## config.mk

```make
export PLATFORM = sky130hd
export DESIGN_NAME = prog_loader_flat
export DESIGN_NICKNAME = d
export VERILOG_FILES = /design/src/rtl/prog_loader_if.sv /design/src/rtl/prog_loader.sv /design/src/flat_wrapper.sv
export SDC_FILE = /design/constraint.sdc
export NUM_CORES = 1
export LEC_CHECK = 0
export ABC_AREA = 1
export BUFFER_PORTS_ARGS = -buffer_cell sky130_fd_sc_hd__buf_4
export CAP_MARGIN = 10
export CORE_UTILIZATION = 35
export CTS_BUF_LIST = sky130_fd_sc_hd__clkbuf_16
export CTS_CLUSTER_DIAMETER = 150
export DETAILED_ROUTE_END_ITERATION = 8
export GPL_ROUTABILITY_DRIVEN = 0
export GPL_TIMING_DRIVEN = 0
export SLEW_MARGIN = 20
export SYNTH_ARGS = -nofsm -noshare
export SYNTH_HDL_FRONTEND = slang
export SYNTH_SLANG_ARGS = --single-unit
```

## constraint.sdc

```tcl
create_clock -name clk_i -period 2.3 [get_ports clk_i]
set_clock_uncertainty 0.15 [all_clocks]
set_input_delay 0 -clock clk_i [delete_from_list [all_inputs] [get_ports clk_i]]
set_output_delay 0 -clock clk_i [all_outputs]
set_load 0.005 [all_outputs]
```

## src/rtl/prog_loader_if.sv

```systemverilog
// Stream, CPU-side and memory-side signals of the program loader, bundled for port use.
// The loader takes the slave view; whoever drives the stream and CPU side takes the master view.
interface prog_loader_if #(
    parameter int ADDR_WIDTH = 12
);
    logic                  byte_valid_i;
    logic [7:0]            byte_data_i;
    logic                  byte_ready_o;
    logic [ADDR_WIDTH-1:0] cpu_addr_i;
    logic [15:0]           cpu_value_i;
    logic                  cpu_enable_i;
    logic                  cpu_wr_en_i;
    logic                  cpu_rd_en_i;
    logic [ADDR_WIDTH-1:0] mem_addr_o;
    logic [15:0]           mem_value_o;
    logic                  mem_enable_o;
    logic                  mem_wr_en_o;
    logic                  mem_rd_en_o;
    logic                  cpu_rst_o;
    logic                  load_done_o;
    logic                  load_err_o;
    logic [15:0]           words_loaded_o;

    modport slave (
        input  byte_valid_i, byte_data_i,
        input  cpu_addr_i, cpu_value_i, cpu_enable_i, cpu_wr_en_i, cpu_rd_en_i,
        output byte_ready_o,
        output mem_addr_o, mem_value_o, mem_enable_o, mem_wr_en_o, mem_rd_en_o,
        output cpu_rst_o, load_done_o, load_err_o, words_loaded_o
    );

    modport master (
        output byte_valid_i, byte_data_i,
        output cpu_addr_i, cpu_value_i, cpu_enable_i, cpu_wr_en_i, cpu_rd_en_i,
        input  byte_ready_o,
        input  mem_addr_o, mem_value_o, mem_enable_o, mem_wr_en_o, mem_rd_en_o,
        input  cpu_rst_o, load_done_o, load_err_o, words_loaded_o
    );
endinterface

```

## src/rtl/prog_loader.sv

```systemverilog
// Loads a big-endian, word-count-prefixed byte stream into memory from address 0,
// then hands the memory port to the CPU and releases CPU reset.
module prog_loader #(
    parameter int ADDR_WIDTH = 12
) (
    input logic          clk_i,
    input logic          rst_i,
    prog_loader_if.slave bus
);
    localparam logic [2:0] HDR_HI = 3'd0;
    localparam logic [2:0] HDR_LO = 3'd1;
    localparam logic [2:0] DAT_HI = 3'd2;
    localparam logic [2:0] DAT_LO = 3'd3;
    localparam logic [2:0] WRITE  = 3'd4;
    localparam logic [2:0] RUN    = 3'd5;

    // One bit wider than the counter so a depth of 2**16 still compares correctly.
    localparam logic [16:0] DEPTH = 17'd1 << ADDR_WIDTH;

    logic [2:0]  state;
    logic [15:0] n;
    logic [15:0] word;
    logic [15:0] cnt;
    logic        err;
    logic        fire;
    logic        in_range;
    logic [15:0] n_next;
    logic [15:0] cnt_next;

    assign bus.byte_ready_o = !rst_i && (state inside {HDR_HI, HDR_LO, DAT_HI, DAT_LO});
    assign fire             = bus.byte_valid_i && bus.byte_ready_o;
    assign n_next           = {n[15:8], bus.byte_data_i};
    assign cnt_next         = cnt + 16'd1;
    assign in_range         = {1'b0, cnt} < DEPTH;

    always_ff @(posedge clk_i) begin
        if (rst_i) begin
            state <= HDR_HI;
            n     <= '0;
            word  <= '0;
            cnt   <= '0;
            err   <= 1'b0;
        end else begin
            case (state)
                HDR_HI: if (fire) begin
                    n[15:8] <= bus.byte_data_i;
                    state   <= HDR_LO;
                end
                HDR_LO: if (fire) begin
                    n     <= n_next;
                    state <= (n_next == 16'd0) ? RUN : DAT_HI;
                    if ({1'b0, n_next} > DEPTH) err <= 1'b1;
                end
                DAT_HI: if (fire) begin
                    word[15:8] <= bus.byte_data_i;
                    state      <= DAT_LO;
                end
                DAT_LO: if (fire) begin
                    word[7:0] <= bus.byte_data_i;
                    state     <= WRITE;
                end
                WRITE: begin
                    cnt   <= cnt_next;
                    state <= (cnt_next == n) ? RUN : DAT_HI;
                end
                RUN: ;
                default: state <= HDR_HI;
            endcase
        end
    end

    // Out-of-range words are still consumed and counted, only the strobe is dropped.
    always_comb begin
        bus.mem_addr_o   = '0;
        bus.mem_value_o  = '0;
        bus.mem_enable_o = 1'b0;
        bus.mem_wr_en_o  = 1'b0;
        bus.mem_rd_en_o  = 1'b0;
        case (state)
            WRITE: begin
                bus.mem_addr_o   = cnt[ADDR_WIDTH-1:0];
                bus.mem_value_o  = word;
                bus.mem_enable_o = in_range;
                bus.mem_wr_en_o  = in_range;
            end
            RUN: begin
                bus.mem_addr_o   = bus.cpu_addr_i;
                bus.mem_value_o  = bus.cpu_value_i;
                bus.mem_enable_o = bus.cpu_enable_i;
                bus.mem_wr_en_o  = bus.cpu_wr_en_i;
                bus.mem_rd_en_o  = bus.cpu_rd_en_i;
            end
            default: ;
        endcase
    end

    assign bus.cpu_rst_o      = (state != RUN);
    assign bus.load_done_o    = (state == RUN);
    assign bus.load_err_o     = err;
    assign bus.words_loaded_o = cnt;
endmodule

```

## src/flat_wrapper.sv

```systemverilog
// flat-port wrapper written by rule: the top's interface ports become plain ports
module prog_loader_flat 
#(
    parameter int ADDR_WIDTH = 12
)
  (clk_i, rst_i, bus_byte_valid_i, bus_byte_data_i, bus_cpu_addr_i, bus_cpu_value_i, bus_cpu_enable_i, bus_cpu_wr_en_i, bus_cpu_rd_en_i, bus_byte_ready_o, bus_mem_addr_o, bus_mem_value_o, bus_mem_enable_o, bus_mem_wr_en_o, bus_mem_rd_en_o, bus_cpu_rst_o, bus_load_done_o, bus_load_err_o, bus_words_loaded_o);
  prog_loader_if #(.ADDR_WIDTH(ADDR_WIDTH)) bus_i ();
  input logic clk_i;
  input logic rst_i;
  input wire logic [$bits(bus_i.byte_valid_i)-1:0] bus_byte_valid_i;
  input wire logic [$bits(bus_i.byte_data_i)-1:0] bus_byte_data_i;
  input wire logic [$bits(bus_i.cpu_addr_i)-1:0] bus_cpu_addr_i;
  input wire logic [$bits(bus_i.cpu_value_i)-1:0] bus_cpu_value_i;
  input wire logic [$bits(bus_i.cpu_enable_i)-1:0] bus_cpu_enable_i;
  input wire logic [$bits(bus_i.cpu_wr_en_i)-1:0] bus_cpu_wr_en_i;
  input wire logic [$bits(bus_i.cpu_rd_en_i)-1:0] bus_cpu_rd_en_i;
  output wire logic [$bits(bus_i.byte_ready_o)-1:0] bus_byte_ready_o;
  output wire logic [$bits(bus_i.mem_addr_o)-1:0] bus_mem_addr_o;
  output wire logic [$bits(bus_i.mem_value_o)-1:0] bus_mem_value_o;
  output wire logic [$bits(bus_i.mem_enable_o)-1:0] bus_mem_enable_o;
  output wire logic [$bits(bus_i.mem_wr_en_o)-1:0] bus_mem_wr_en_o;
  output wire logic [$bits(bus_i.mem_rd_en_o)-1:0] bus_mem_rd_en_o;
  output wire logic [$bits(bus_i.cpu_rst_o)-1:0] bus_cpu_rst_o;
  output wire logic [$bits(bus_i.load_done_o)-1:0] bus_load_done_o;
  output wire logic [$bits(bus_i.load_err_o)-1:0] bus_load_err_o;
  output wire logic [$bits(bus_i.words_loaded_o)-1:0] bus_words_loaded_o;
  assign bus_i.byte_valid_i = bus_byte_valid_i;
  assign bus_i.byte_data_i = bus_byte_data_i;
  assign bus_i.cpu_addr_i = bus_cpu_addr_i;
  assign bus_i.cpu_value_i = bus_cpu_value_i;
  assign bus_i.cpu_enable_i = bus_cpu_enable_i;
  assign bus_i.cpu_wr_en_i = bus_cpu_wr_en_i;
  assign bus_i.cpu_rd_en_i = bus_cpu_rd_en_i;
  assign bus_byte_ready_o = bus_i.byte_ready_o;
  assign bus_mem_addr_o = bus_i.mem_addr_o;
  assign bus_mem_value_o = bus_i.mem_value_o;
  assign bus_mem_enable_o = bus_i.mem_enable_o;
  assign bus_mem_wr_en_o = bus_i.mem_wr_en_o;
  assign bus_mem_rd_en_o = bus_i.mem_rd_en_o;
  assign bus_cpu_rst_o = bus_i.cpu_rst_o;
  assign bus_load_done_o = bus_i.load_done_o;
  assign bus_load_err_o = bus_i.load_err_o;
  assign bus_words_loaded_o = bus_i.words_loaded_o;
  prog_loader #(.ADDR_WIDTH(ADDR_WIDTH)) u_core (.clk_i(clk_i), .rst_i(rst_i), .bus(bus_i));
endmodule
```

==> results.sh <==
export IMPL_cap_violations=0
export IMPL_start_util_pct=36.7
export IMPL_yosys_register_bits=52
export IMPL_die_area_mm2=0.00911
export IMPL_antenna_left=0
export IMPL_swShare_pct=23.9
export IMPL_combPwrFrac_pct=10.7
export IMPL_num_nets_final=637
export IMPL_wl_per_cell_um=13.9
export IMPL_clkLatencyLatePin_ns=0.30
export IMPL_cp_max_fo=10
export IMPL_cp_required_ns=2.15
export IMPL_synthTopCellsByArea="dfxtp_1 (34%), nand2_1 (13%), o21ai_0 (9.8%), nor2_1 (9.7%), inv_1 (6.5%)"
export IMPL_utilization_pct=50.2
export IMPL_synth_fp_nets=527
export IMPL_endpoint="bus_mem_value_o[1]"
export IMPL_antenna_found_initial=0
export IMPL_min_period_over_period_pct=94.2
export IMPL_grt_pass1_vias=3169
export IMPL_rsz0062_at_grt="yes"
export IMPL_crit_path_end_kind="output pin"
export IMPL_finalSetupViolCount=0
export IMPL_worst_slew_pin_slew_ns=0.630
export IMPL_path_class="reg2out"
export IMPL_synth_edf_count=0
export IMPL_clkPwrFrac_pct=42.8
export IMPL_fill_cells=859
export IMPL_synth_commonest_cells="nand2_1 (108), nor2_1 (79), o21ai_0 (60)"
export IMPL_slew_viol_final=0
export IMPL_routed_via_density=4.97
export IMPL_cts_buffer_depth=2
export IMPL_worstHoldPathType="in2reg"
export IMPL_switchingPower_w=0.000483
export IMPL_portBuffers=92
export IMPL_yosysWarnings=0
export IMPL_maxSlewHeadroom_pct=57.6
export IMPL_peakVddDrop_uv=316
export IMPL_hold_viol=0
export IMPL_startpoint="u_core.state[0]$_SDFFE_PP0P_"
export IMPL_grt_pass1_wl_um=15400
export IMPL_synthFlopType="dfxtp_1"
export IMPL_p_per_area_mw_per_mm2=482
export IMPL_grt_start_max_net_pins=17
export IMPL_cts_htree_levels=2
export IMPL_wirelength_um=9750
export IMPL_synth_area_leader_cell="dfxtp_1"
export IMPL_drt_initial_drc_count=135
export IMPL_ff2ff_setup_slack_ns=0.21
export IMPL_critPathMaxStageDelay_ns=0.38
export IMPL_cts_tree="yes"
export IMPL_synth_area_mm2=0.00306
export IMPL_rows=33
export IMPL_yosysMostFrequentCell="nand2_1"
export IMPL_status="complete, no violations"
export IMPL_n_antenna_cell=0
export IMPL_cp_slowest_cell="nor2_2"
export IMPL_gr_usage_all_layers_pct=22.0
export IMPL_synth_distinct_cells=29
export IMPL_hp_start="bus_byte_valid_i"
export IMPL_p_int_w=0.00154
export IMPL_holdWs_ns=0.0955
export IMPL_vias=3482
export IMPL_worstReg2RegEnd="u_core.state[2]$_SDFFE_PP0P_"
export IMPL_syn_to_final_growth_pct=36.9
export IMPL_clock_sinks=52
export IMPL_cp_arrival_ns=2.02
export IMPL_period_needed_ns=2.17
export IMPL_seq_area_frac_synth_pct=34.0
export IMPL_dp_worst_setup_slack_ns=0.0542
export IMPL_die_height_um=95.5
export IMPL_dp_final_hpwl_um=7540
export IMPL_crit_path_frequent_cell="inv_1"
export IMPL_postSynth_asyncResetShare_pct=0
export IMPL_dr_pass1_iters=6
export IMPL_reg2reg_from="u_core.bus.words_loaded_o[4]$_SDFFE_PP0N_"
export IMPL_clk_pin_slew_ns=0.07
export IMPL_startpoint_type="flip-flop"
export IMPL_p_leak_nw=1.97
export IMPL_synthesis_instances=484
export IMPL_worst_slack_ns=0.134
export IMPL_core_area_mm2=0.00834
export IMPL_chipWidth_um=95.5
export IMPL_overflow=0
export IMPL_path_cells="inv_1 > nor2_1 > inv_1 > nor2_2 > buf_1 > a22o_1 > buf_4"
export IMPL_synth_top_area_share_pct=34.0
export IMPL_route_detailed_drc=0
export IMPL_drive_above_1_share_pct=20.7
export IMPL_max_freq_mhz=462
export IMPL_numCtsBuffers=5
export IMPL_power_frac_seq_pct=46.5
export IMPL_ios=93
export IMPL_r2r_cells=11
export IMPL_clockRootBuffer="clkbuf_16"
export IMPL_avgSynthCellArea_um2=6.32
## stage by stage
step	std cells	instance area, um2	power (W)	TNS [ns]
global placement	681	3880	0.00116	0
global route	700	4190	0.00209	-0.580
finish	700	4190	0.00202	0
floorplan	484	3060	0.00106	0
CTS	698	4140	0.00203	0
detailed placement	681	3880	0.00116	0
## layout make-up
| type | count | area, um2 | area share (%) |
|---|---|---|---|
| multi-input cells | 362 | 1780 | 42.5 |
| plain buffers | 17 | 71.3 | 1.70 |
| clock buffers | 5 | 125 | 2.99 |
| well taps | 105 | 131 | 3.14 |
| flip-flops and latches | 52 | 1040 | 24.9 |
| clock inverters | 3 | 42.5 | 1.02 |
| inverters | 53 | 199 | 4.75 |
| repair buffers | 103 | 796 | 19.0 |
## layer usage
metal  up-vias  wire [um]  GRT usage, %
met2       127       4420          37.1
met3        12        623          4.47
met1      1515       4520          27.9
li1       1828          -             -
met5         -          0             0
met4         0        189          7.46
## flip-flops by register name (all words and copies together) (netlist names)
signal and cells:
u_core.state 3, u_core.bus.words_loaded_o 16, u_core.bus.load_err_o 1, u_core.n 16, u_core.word 16
## cell usage in the layout, fill, tap and decap left out
master,instances
a211oi_1,1
a21oi_1,28
a22o_1,17
a22oi_1,1
a31oi_1,3
a32oi_1,1
and3_1,1
buf_1,2
buf_2,3
buf_4,94
bufinv_16,1
clkbuf_1,9
clkbuf_16,5
clkbuf_2,3
clkinv_2,1
clkinvlp_4,1
dfxtp_1,49
dfxtp_2,3
dlygate4sd3_1,9
ha_4,1
inv_1,53
nand2_1,107
nand2_2,2
nand3_1,31
nand3_2,1
nand3b_1,3
nand4_1,10
nor2_1,78
nor2_2,2
nor2_4,5
nor3_1,2
nor4_1,3
o211ai_1,1
o21ai_0,59
o21ai_1,1
o21bai_2,1
xnor2_1,1
xor2_1,1
xor3_1,1
## how the worst min path moves through the flow
stage                                                     to  slack, ns  cells after the start
after global placement                      bus_mem_enable_o       0.12                      4
final                     u_core.bus.load_err_o$_SDFFE_PP0P_        0.1                      5
after global routing                        bus_mem_enable_o       0.14                      4
after detailed placement                    bus_mem_enable_o       0.12                      4
after CTS                 u_core.bus.load_err_o$_SDFFE_PP0P_       0.09                      5
after floorplan                             bus_byte_ready_o      -0.12                      1
## worst max-delay path, delay by kind of cell, from the launching register on
family	cells	cell delay [ns]
AO/OA/AOI/OAI	1	0.22
AND/OR/NAND/NOR	2	0.47
buffers and inverters	4	0.65
flip-flops	1	0.37
## timing repair
action                     CTS  global route
gates resized for setup      2            14
pin swaps                    0             2
setup buffers                0             2
hold endpoints to repair    35             0
setup endpoints to repair   30            26
hold buffers                 9             0
## power groups by stage
stage	Combinational (W)	Clock, W	Sequential [W]
after floorplan	0.000105	0	0.000954
after global placement	0.000200	0	0.000958
after detailed placement	0.000203	0	0.000959
after CTS	0.000216	0.000874	0.000938
after global routing	0.000243	0.000908	0.000940
final	0.000217	0.000865	0.000938
## cell families (layout without fill, tap and decap cells)
group,count (synthesis),in the layout,synth area share (%)
XOR/XNOR,3,3,1.35
adder cells (fa/ha/maj),1,1,0.409
flip-flops,52,52,34.0
AO/OA/AOI/OAI,113,113,21.3
buffers and inverters,70,181,8.72
AND/OR/NAND/NOR,245,245,34.2
(Power assumes the default switching activity.)
